`src/rtl/add_int32_pkg.sv`:
```
// Shared constants and FSM state type for the int32 adder operand loader.
package add_int32_pkg;
  localparam int WORD_W   = 32;
  localparam int ERRCNT_W = 8;

  typedef enum logic [1:0] {
    S_A    = 2'd0,
    S_B    = 2'd1,
    S_FULL = 2'd2
  } loader_state_t;
endpackage

```
`src/rtl/add_int32_operand_loader_word_assembler.sv`:
```
// Beat counter plus indexed write register that builds one 32-bit operand
// from little-endian beats. The word output includes the beat being written.
module word_assembler
  import add_int32_pkg::*;
#(
  parameter int BEAT_W = 8
) (
  input  logic              clk,
  input  logic              rst_n,
  input  logic              clear,
  input  logic              we,
  input  logic [BEAT_W-1:0] data,
  output logic              done,
  output logic [WORD_W-1:0] word
);
  localparam int NBEATS = WORD_W / BEAT_W;
  localparam int IDX_W  = (NBEATS > 1) ? $clog2(NBEATS) : 1;

  logic [IDX_W-1:0]  idx_r;
  logic [WORD_W-1:0] word_r;
  logic [WORD_W-1:0] word_s;
  logic              at_last_s;

  assign at_last_s = (idx_r == IDX_W'(NBEATS - 1));
  assign done      = we && at_last_s;
  assign word      = word_s;

  // Merge the incoming beat into its lane so a completing word is usable this cycle.
  always_comb begin
    word_s = word_r;
    if (we) begin
      for (int i = 0; i < NBEATS; i++) begin
        if (idx_r == IDX_W'(i)) begin
          word_s[i*BEAT_W +: BEAT_W] = data;
        end else begin
          word_s[i*BEAT_W +: BEAT_W] = word_r[i*BEAT_W +: BEAT_W];
        end
      end
    end else begin
      word_s = word_r;
    end
  end

  // Counter and storage; clear wins over a write so a discarded beat never lands.
  always_ff @(posedge clk or negedge rst_n) begin
    if (!rst_n) begin
      idx_r  <= {IDX_W{1'b0}};
      word_r <= {WORD_W{1'b0}};
    end else if (clear) begin
      idx_r  <= {IDX_W{1'b0}};
      word_r <= {WORD_W{1'b0}};
    end else if (we) begin
      word_r <= word_s;
      idx_r  <= at_last_s ? {IDX_W{1'b0}} : idx_r + IDX_W'(1);
    end else begin
      idx_r  <= idx_r;
      word_r <= word_r;
    end
  end
endmodule

```
`src/rtl/add_int32_operand_loader.sv`:
```
// Collects operand a then b from a narrow beat stream and hands each pair to
// the adder through a one-entry valid/ready slot, with framing error tracking.
module add_int32_operand_loader
  import add_int32_pkg::*;
#(
  parameter int BEAT_W = 8
) (
  input  logic                clk,
  input  logic                rst_n,
  input  logic                in_valid,
  output logic                in_ready,
  input  logic [BEAT_W-1:0]   in_data,
  input  logic                in_last,
  output logic                out_valid,
  input  logic                out_ready,
  output logic [WORD_W-1:0]   out_a,
  output logic [WORD_W-1:0]   out_b,
  output logic                err_framing,
  output logic [ERRCNT_W-1:0] err_count
);
  loader_state_t       state_r;
  loader_state_t       state_nx_s;
  logic                acc_s;
  logic                we_a_s;
  logic                we_b_s;
  logic                done_a_s;
  logic                done_b_s;
  logic                err_s;
  logic                slot_free_s;
  logic                load_s;
  logic [WORD_W-1:0]   word_a_s;
  logic [WORD_W-1:0]   word_b_s;
  logic                out_valid_r;
  logic [WORD_W-1:0]   out_a_r;
  logic [WORD_W-1:0]   out_b_r;
  logic                err_framing_r;
  logic [ERRCNT_W-1:0] err_count_r;

  assign in_ready    = (state_r != S_FULL);
  assign acc_s       = in_valid && in_ready;
  assign we_a_s      = acc_s && (state_r == S_A);
  assign we_b_s      = acc_s && (state_r == S_B);
  // in_last must coincide exactly with the final b beat; anything else is a framing error.
  assign err_s       = acc_s && (in_last != done_b_s);
  assign slot_free_s = !out_valid_r || out_ready;
  assign load_s      = slot_free_s && ((done_b_s && !err_s) || (state_r == S_FULL));

  word_assembler #(.BEAT_W(BEAT_W)) u_asm_a (
    .clk   (clk),
    .rst_n (rst_n),
    .clear (err_s),
    .we    (we_a_s),
    .data  (in_data),
    .done  (done_a_s),
    .word  (word_a_s)
  );

  word_assembler #(.BEAT_W(BEAT_W)) u_asm_b (
    .clk   (clk),
    .rst_n (rst_n),
    .clear (err_s),
    .we    (we_b_s),
    .data  (in_data),
    .done  (done_b_s),
    .word  (word_b_s)
  );

  // Assembly FSM next-state decode.
  always_comb begin
    state_nx_s = state_r;
    case (state_r)
      S_A: begin
        if (err_s)         state_nx_s = S_A;
        else if (done_a_s) state_nx_s = S_B;
        else               state_nx_s = S_A;
      end
      S_B: begin
        if (err_s)         state_nx_s = S_A;
        else if (done_b_s) state_nx_s = slot_free_s ? S_A : S_FULL;
        else               state_nx_s = S_B;
      end
      S_FULL: begin
        if (slot_free_s)   state_nx_s = S_A;
        else               state_nx_s = S_FULL;
      end
      default:             state_nx_s = S_A;
    endcase
  end

  // State register.
  always_ff @(posedge clk or negedge rst_n) begin
    if (!rst_n) state_r <= S_A;
    else        state_r <= state_nx_s;
  end

  // Output slot: a load in the same cycle as a consume keeps valid high.
  always_ff @(posedge clk or negedge rst_n) begin
    if (!rst_n) begin
      out_valid_r <= 1'b0;
      out_a_r     <= {WORD_W{1'b0}};
      out_b_r     <= {WORD_W{1'b0}};
    end else if (load_s) begin
      out_valid_r <= 1'b1;
      out_a_r     <= word_a_s;
      out_b_r     <= word_b_s;
    end else if (out_valid_r && out_ready) begin
      out_valid_r <= 1'b0;
    end else begin
      out_valid_r <= out_valid_r;
    end
  end

  // Registered error pulse and saturating error counter.
  always_ff @(posedge clk or negedge rst_n) begin
    if (!rst_n) begin
      err_framing_r <= 1'b0;
      err_count_r   <= {ERRCNT_W{1'b0}};
    end else begin
      err_framing_r <= err_s;
      if (err_s && (err_count_r != {ERRCNT_W{1'b1}})) err_count_r <= err_count_r + ERRCNT_W'(1);
      else                                            err_count_r <= err_count_r;
    end
  end

  assign out_valid   = out_valid_r;
  assign out_a       = out_a_r;
  assign out_b       = out_b_r;
  assign err_framing = err_framing_r;
  assign err_count   = err_count_r;
endmodule

```
`config.mk`:
```
export PLATFORM = sky130hd
export DESIGN_NAME = add_int32_operand_loader
export DESIGN_NICKNAME = d
export VERILOG_FILES = /design/src/rtl/add_int32_pkg.sv /design/src/rtl/add_int32_operand_loader_word_assembler.sv /design/src/rtl/add_int32_operand_loader.sv
export SDC_FILE = /design/constraint.sdc
export NUM_CORES = 1
export LEC_CHECK = 0
export BUFFER_PORTS_ARGS = -buffer_cell sky130_fd_sc_hd__buf_2
export CORE_MARGIN = 1
export CORE_UTILIZATION = 51
export DETAILED_ROUTE_END_ITERATION = 10
export PLACE_DENSITY = 0.8
export SLEW_MARGIN = 20
export SYNTH_ARGS = -nofsm -noshare
export SYNTH_HDL_FRONTEND = slang
export SYNTH_SLANG_ARGS = --single-unit
```
`constraint.sdc`:
```
create_clock -name clk -period 1.9 [get_ports clk]
set_clock_uncertainty 0.2 [all_clocks]
set_input_delay 0.38 -clock clk [delete_from_list [all_inputs] [get_ports clk]]
set_output_delay 0.38 -clock clk [all_outputs]
set_load 0.03 [all_outputs]
```
[Word-level counts from Yosys, hierarchy flattened]
Index checks and enable logic that the tools add are counted.
Operators by class
  shifts and indexed selects: 0
  multiply operators: 0
  reductions and logical operators: 20
  $add $sub $neg: 3
  divide/modulo/power cells: 0
  eq/ne operators: 11
  order comparisons: 0
  multiplexer cells: 28
  bitwise operators: 0
Operators by type and width (count)
  32-bit two-way mux: 6
  8-bit two-way mux: 8
  2-bit two-way mux: 10
  2-bit equality test (second input constant): 5
  1-bit logical AND: 10
  8-bit by 1-bit adder with 8-bit output (second input constant): 1
  8-bit != test (second input constant): 1
  2-bit by 1-bit equality test with 1-bit output (second input constant): 3
  2-bit logical NOT: 3
  2-bit one-hot mux with 3 select lines: 1
  2-bit nonzero test: 3
  2-bit by 1-bit adder with 2-bit output (second input constant): 2
  1-bit two-way mux: 3
  1-bit logical NOT: 2
  1-bit logical OR: 2
  2-bit != test (second input constant): 1
  1-bit != test: 1
Storage, ports and cells
  flip-flop bits (word level): 144
  memory bits (writable): 0
  memories: 0
  word-level logic and storage cells: 72
  input port bits: 13
  output and inout bits: 75
  bits in read-only memories: 0
  bits in latches: 0

[Longest topological paths before layout]
  depth in word-level cells: 11
  depth in mapped cells: 9
  gate-level depth less buffers: 6

[By module]
A second synthesis with hierarchy kept.
Unflattened totals
  cell total of the unflattened synthesis: 526
  area, all modules: 7423.4 um2
By module, submodules not included
  add_int32_operand_loader: instances 1, seq. area each 1901.8 um2, area an instance 3310.7 um2, cells each 190
  word_assembler at u_asm_b: instances 1, seq. area each 850.8 um2, area an instance 2057.0 um2, cells each 168
  word_assembler at u_asm_a: instances 1, seq. area each 850.8 um2, area an instance 2055.7 um2, cells each 168

[Worst setup path after synthesis]
No wires, ideal clock.
  path type: flip-flop to flip-flop
  start point: register state_r[0]
  end point: register out_a_r[29] (netlist: out_a[29])
  arrival: 1.689 ns
  cell stages (with the launch flop): 8
  period minus slack after synthesis: 2.014 ns
  path slack: -0.114 ns
  cell sequence: dfrtp_1 > buf_4 > nand2b_1 > o31a_1 > nand2b_4 > buf_6 > buf_8 > mux2_4
Between the ends
  cells in the longest elaborated chain, start to end: 10
  elaborated cells on any way between the ends: 15
RTL lines
  start, declared: RTL line add_int32_operand_loader.sv:21  | loader_state_t state_r;
  start signal, assigned: RTL line add_int32_operand_loader.sv:93  | else state_r <= state_nx_s;
  2-bit != test (*): RTL line add_int32_operand_loader.sv:39  | assign in_ready = (state_r != S_FULL);
  via in_ready: RTL line add_int32_operand_loader.sv:11  | output logic in_ready,
  1-bit logical AND (*): RTL line add_int32_operand_loader.sv:40  | assign acc_s = in_valid && in_ready;
  1-bit logical AND: RTL line add_int32_operand_loader.sv:42  | assign we_b_s = acc_s && (state_r == S_B);
  1-bit logical AND: RTL line add_int32_operand_loader_word_assembler.sv:25  | assign done = we && at_last_s;
  1-bit != test: RTL line add_int32_operand_loader.sv:44  | assign err_s = acc_s && (in_last != done_b_s);
  1-bit logical AND: RTL line add_int32_operand_loader.sv:44
  1-bit logical NOT: RTL line add_int32_operand_loader.sv:46  | assign load_s = slot_free_s && ((done_b_s && !err_s) || (state_r == S_FULL));
  1-bit logical AND: RTL line add_int32_operand_loader.sv:46
  1-bit logical OR: RTL line add_int32_operand_loader.sv:46
  1-bit logical AND: RTL line add_int32_operand_loader.sv:46
  end signal, assigned: RTL line add_int32_operand_loader.sv:100  | out_a_r <= {WORD_W{1'b0}};
  end signal, assigned: RTL line add_int32_operand_loader.sv:104  | out_a_r <= word_a_s;
  end, declared: RTL line add_int32_operand_loader.sv:34  | logic [WORD_W-1:0] out_a_r;
The timed path passes the listed nets; every way through them passes the cells marked *.
A chain may end at the register's enable or synchronous reset.

[Worst setup path in the final report]
  start point: register state_r[0]
  end point: register out_a_r[21] (netlist: out_a[21])
Between the ends
  cells in the longest elaborated chain, start to end: 10
  elaborated cells on any way between the ends: 15
RTL lines (RTL line)
  2-bit != test: add_int32_operand_loader.sv:39
  1-bit logical AND: add_int32_operand_loader.sv:40
  1-bit logical AND: add_int32_operand_loader.sv:42
  1-bit logical AND: add_int32_operand_loader_word_assembler.sv:25
  1-bit != test: add_int32_operand_loader.sv:44
  1-bit logical AND: add_int32_operand_loader.sv:44
  1-bit logical NOT: add_int32_operand_loader.sv:46
  1-bit logical AND: add_int32_operand_loader.sv:46
  1-bit logical OR: add_int32_operand_loader.sv:46
  1-bit logical AND: add_int32_operand_loader.sv:46
Several ways; a longest one is shown, not always the timed one.

==> results list <==
- The run finished, with violations left.
- The final reports fail on setup timing.
- After layout, the worst setup slack is -84.6 ps.
- Top flip-flop cell by instance count after synthesis: sky130_fd_sc_hd__dfrtp_1
- Number of enable flip-flop cells after synthesis: 0
- Among all cell types in the netlist, the one instantiated most often is sky130_fd_sc_hd__dfrtp_1.
- Fill cell total of the finished layout: 673
* Average cell area after synthesis: 11.4 µm²
- GR Overflow Total: 0
* Via count of the first global-routing pass: 4282
- Total count of hold-check failures in the final report: 0
- Measured against its own limit, the worst slew margin works out to 68.6%.
- Detailed placement ended at an HPWL of 8680 µm.
* Pins over their slew limit: 0
- Along the worst path, the maximum fanout reaches 8.
- Number of search-and-repair iterations in the first detailed-routing pass: 5
- Sw Pwr: between 3 and 4 mW
* Antenna-violating nets left: 0
- Routed length per instance: 21.0 µm
* Most instantiated cells after synthesis: sky130_fd_sc_hd__dfrtp_1, sky130_fd_sc_hd__nor2_1, sky130_fd_sc_hd__nand2_1, sky130_fd_sc_hd__mux2i_1, sky130_fd_sc_hd__o21ai_1
- At the later pin of the worst-skew pair, clock insertion delay measures ~420 ps.
- Worst-path clk slew: 60 ps
- The number of antenna diodes in the final layout is 0.
* CTS tree: yes
- Synth Area in Simple Gates: about an eighth
- Per report_power, the clock group accounts for roughly 36% of the total.
- Post-synthesis mux area share: 12.9%
- Die extent in x: 109 µm
- Setup violation total in the final timing report: 24
- Post-Synthesis Cells: ~510
* All-layer global routing usage: 24.8%
- Share of the synthesized area in compound gates (AO/OA/AOI/OAI): 6.30%
* Cells taking the most area after synthesis: sky130_fd_sc_hd__dfrtp_1, sky130_fd_sc_hd__mux2i_1, sky130_fd_sc_hd__o21ai_1
* Largest family of logic cells by synthesized area: simple AND/OR/NAND/NOR gates
- Slowest cell on the critical path: sky130_fd_sc_hd__dfrtp_2
- Transition time at the pin with the least slew margin: 471 ps
* Detailed Route Iter0 Violations: 417
- Type of the tightest min-delay check: in2reg
* Portion of the post-synthesis area used by sequential elements: 61.3%
* Clock root cell: sky130_fd_sc_hd__clkbuf_16
- Startpoint types: flop
* Share of power burned in registers: 39.2%
- Syn-to-layout area delta: 37.5%
* Max VDD drop: 847 µV
- After detailed routing, the number of remaining DRC violations is 0.
- The Yosys step of the flow raised 0 warnings.
- The worst setup path is of the reg2reg kind.
- Based on the critical path, the design can be clocked at up to 0.504 GHz.
- Net switching is 29.7% of the power.
- Post-DR vias/cell: 5.62
- The initial antenna violation count was 0.
- Sequential cell area in the final layout: 3610 µm²
* Setup TNS Final: -509 ps
* Core Rows: 38
- Clock H-tree levels: 4
- Total core area: between 10000 and 15000 µm²
* Routed vias: around 4500
- Entering global routing, the biggest net connects 69 pins.
- Top-area cell type share of the netlist area: 61.3%
- Initial core utilization: 53.3%
- Top cell type by total area after synthesis: sky130_fd_sc_hd__dfrtp_1
* Static leakage power: 4.09 nW
* Max-cap violations: 0
* Setup repair after global routing missed its margin: yes
- Hold is met by roughly 200 ps.
- Counting flops and latches in the post-synthesis netlist gives 144.
* Number of input and output port buffers inserted: 87
* Number of distinct library cells after synthesis: 38
- Largest stage delay, worst path: 480 ps
- Global-route wire length before repair: 21800 µm
- The multi-input combinational cells in the finished layout cover a total of 2550 µm².
- Fraction of registers with async set or reset after synthesis: 100%
- Internal power comes to around 7 mW.
- The clock passes through at most 2 buffers.
- For this block, the routed nets add up to 16600 µm of wire.
- Total Nets Final: 661
- Counting the buffers created by CTS gives 17.
- Shortest period the worst path allows: 1980 ps
- Number of sinks driven by the clock tree: between 100 and 150
- Of the total synthesized cell area, the portion taken by full adders, half adders and majority gates is 1.92%.
- The signal on the critical path passes through nor3_4 > buf_6 > and2_4 > buf_12 > mux2i_1 > o21ai_1.
- After Yosys synthesis, XOR and XNOR cells account for 0.596% of the synthesized area.
- STA classifies the critical path endpoint as a flop.
- Of the cells placed in the final design, the portion with a size suffix greater than 1 is 37.1%.
* Arrival time at the worst endpoint: between 2000 and 2500 ps
- Counting every net in the synthesized netlist gives between 500 and 600.
- Of the total power, combinational logic draws 24.8%.
- Routability congestion estimate from global placement: 0.771
- Cell Pwr Density: 1250 nW/µm²
- In the finished design, the share of the clock period the worst path needs comes to 104%.
- Summed instance area of the synthesized netlist: 5880 µm²
- Area of the die: 12000 µm²
* Die Span Y: 109 µm
* Required @ worst endpoint: 2000 ps
- For this design the top-level I/O count stands at 88.
[routing by layer]
metal,GRT usage [%],vias to the layer above,wire length [µm]
li1,-,1972,-
met1,31.5,2251,6480
met2,40.0,187,8680
met3,7.82,41,1060
met4,9.33,0,393
met5,0,-,0
[cell usage in the layout (no fill, tap or decap), types with 5 or more instances in the layout]
master,instances
sky130_fd_sc_hd__nor2_1,71
sky130_fd_sc_hd__clkbuf_8,5
sky130_fd_sc_hd__nand2_1,66
sky130_fd_sc_hd__buf_6,7
sky130_fd_sc_hd__inv_1,6
sky130_fd_sc_hd__and2_4,5
sky130_fd_sc_hd__buf_12,9
sky130_fd_sc_hd__mux2_4,9
sky130_fd_sc_hd__mux2i_4,27
sky130_fd_sc_hd__dfrtp_1,142
sky130_fd_sc_hd__o21ai_1,57
sky130_fd_sc_hd__buf_4,27
sky130_fd_sc_hd__mux2i_2,6
sky130_fd_sc_hd__ha_1,8
sky130_fd_sc_hd__buf_2,85
sky130_fd_sc_hd__clkbuf_16,21
sky130_fd_sc_hd__mux2i_1,29
sky130_fd_sc_hd__nand2_2,5
[power groups by stage]
stage	Sequential, mW	Clock [mW]	Combinational (mW)
6_report	3.96	3.65	2.51
5_1_grt	4.00	3.80	2.68
4_1_cts	3.83	3.66	1.87
3_5_place_dp	3.85	0	1.77
3_3_place_gp	3.82	0	1.67
2_1_floorplan	3.94	0	1.04
[area by class of cell]
| class | instances | share of cell area, % |
|---|---|---|
| Sequential cell | 144 | 44.6 |
| Inverter | 7 | 0.325 |
| Clock buffer | 23 | 6.16 |
| Multi-Input combinational cell | 332 | 31.6 |
| Clock inverter | 9 | 1.89 |
| Tap cell | 140 | 2.17 |
| Timing Repair Buffer | 137 | 13.2 |
[metrics by stage]
stage / power (mW) / setup WS [ps] / utilization, % / instances / cell area [µm²]
after global placement: 5.49 / -89.7 / 61.0 / 745 / 6730
after floorplan: 4.97 / -12.4 / - / 514 / 5930
after global routing: 10.5 / -120 / 73.3 / 792 / 8080
after CTS: 9.35 / -5.53 / 67.6 / 781 / 7460
after detailed placement: 5.62 / -143 / 61.0 / 745 / 6730
final: 10.1 / -84.6 / 73.3 / 792 / 8080
[logic make-up (layout without fill, tap and decap cells)]
logic type / Yosys count / after routing
buffers and inverters: 40 / 176
xor gates and xnor gates: 4 / 4
DFF: 144 / 144
adders and majority gates: 9 / 9
AOI/OAI and AO/OA: 70 / 70
and+or+nand+nor: 174 / 176
muxes: 73 / 73
[final timing paths]
kind | startpoint | to | slack [ps] | depth (start not counted)
hold / removal | in_last | u_asm_b.idx_r[0] | 200 | 3
setup / recovery | state_r[0] | out_a[21] | -80 | 6
max in group asynchronous | rst_n | out_a[5] | 700 | 3
hold reg to reg | out_b[6] | out_b[6] | 280 | 2
setup reg to reg | state_r[0] | out_a[21] | -80 | 6
min in group asynchronous | rst_n | err_count[4] | 240 | 2
[worst max-delay path, delay by kind of cell (launching register included)]
family,cells,cell delay [ps]
mux,1,320
buf+inv,2,300
simple gates,2,430
compound gates,1,120
flops,1,480
[flip-flops by register name, summed over array words and instances, names as in the netlist, 2 cells and up]
name and flops:
out_b 32, state_r 2, u_asm_a.idx_r 2, out_a 32
u_asm_b.word_r 32, u_asm_b.idx_r 2, err_count 8, u_asm_a.word_r 32
[what timing repair did]
| item | in CTS | in global routing |
|---|---|---|
| endpoints found under the setup margin | 135 | 125 |
| cloned | 0 | 8 |
| endpoints found under the hold margin | 38 | 0 |
| buffers inserted | 3 | 3 |
| gates resized for setup | 15 | 82 |
| pin swaps | 0 | 19 |
| hold buffers | 1 | 0 |
Power figures use the tool's default switching activity.
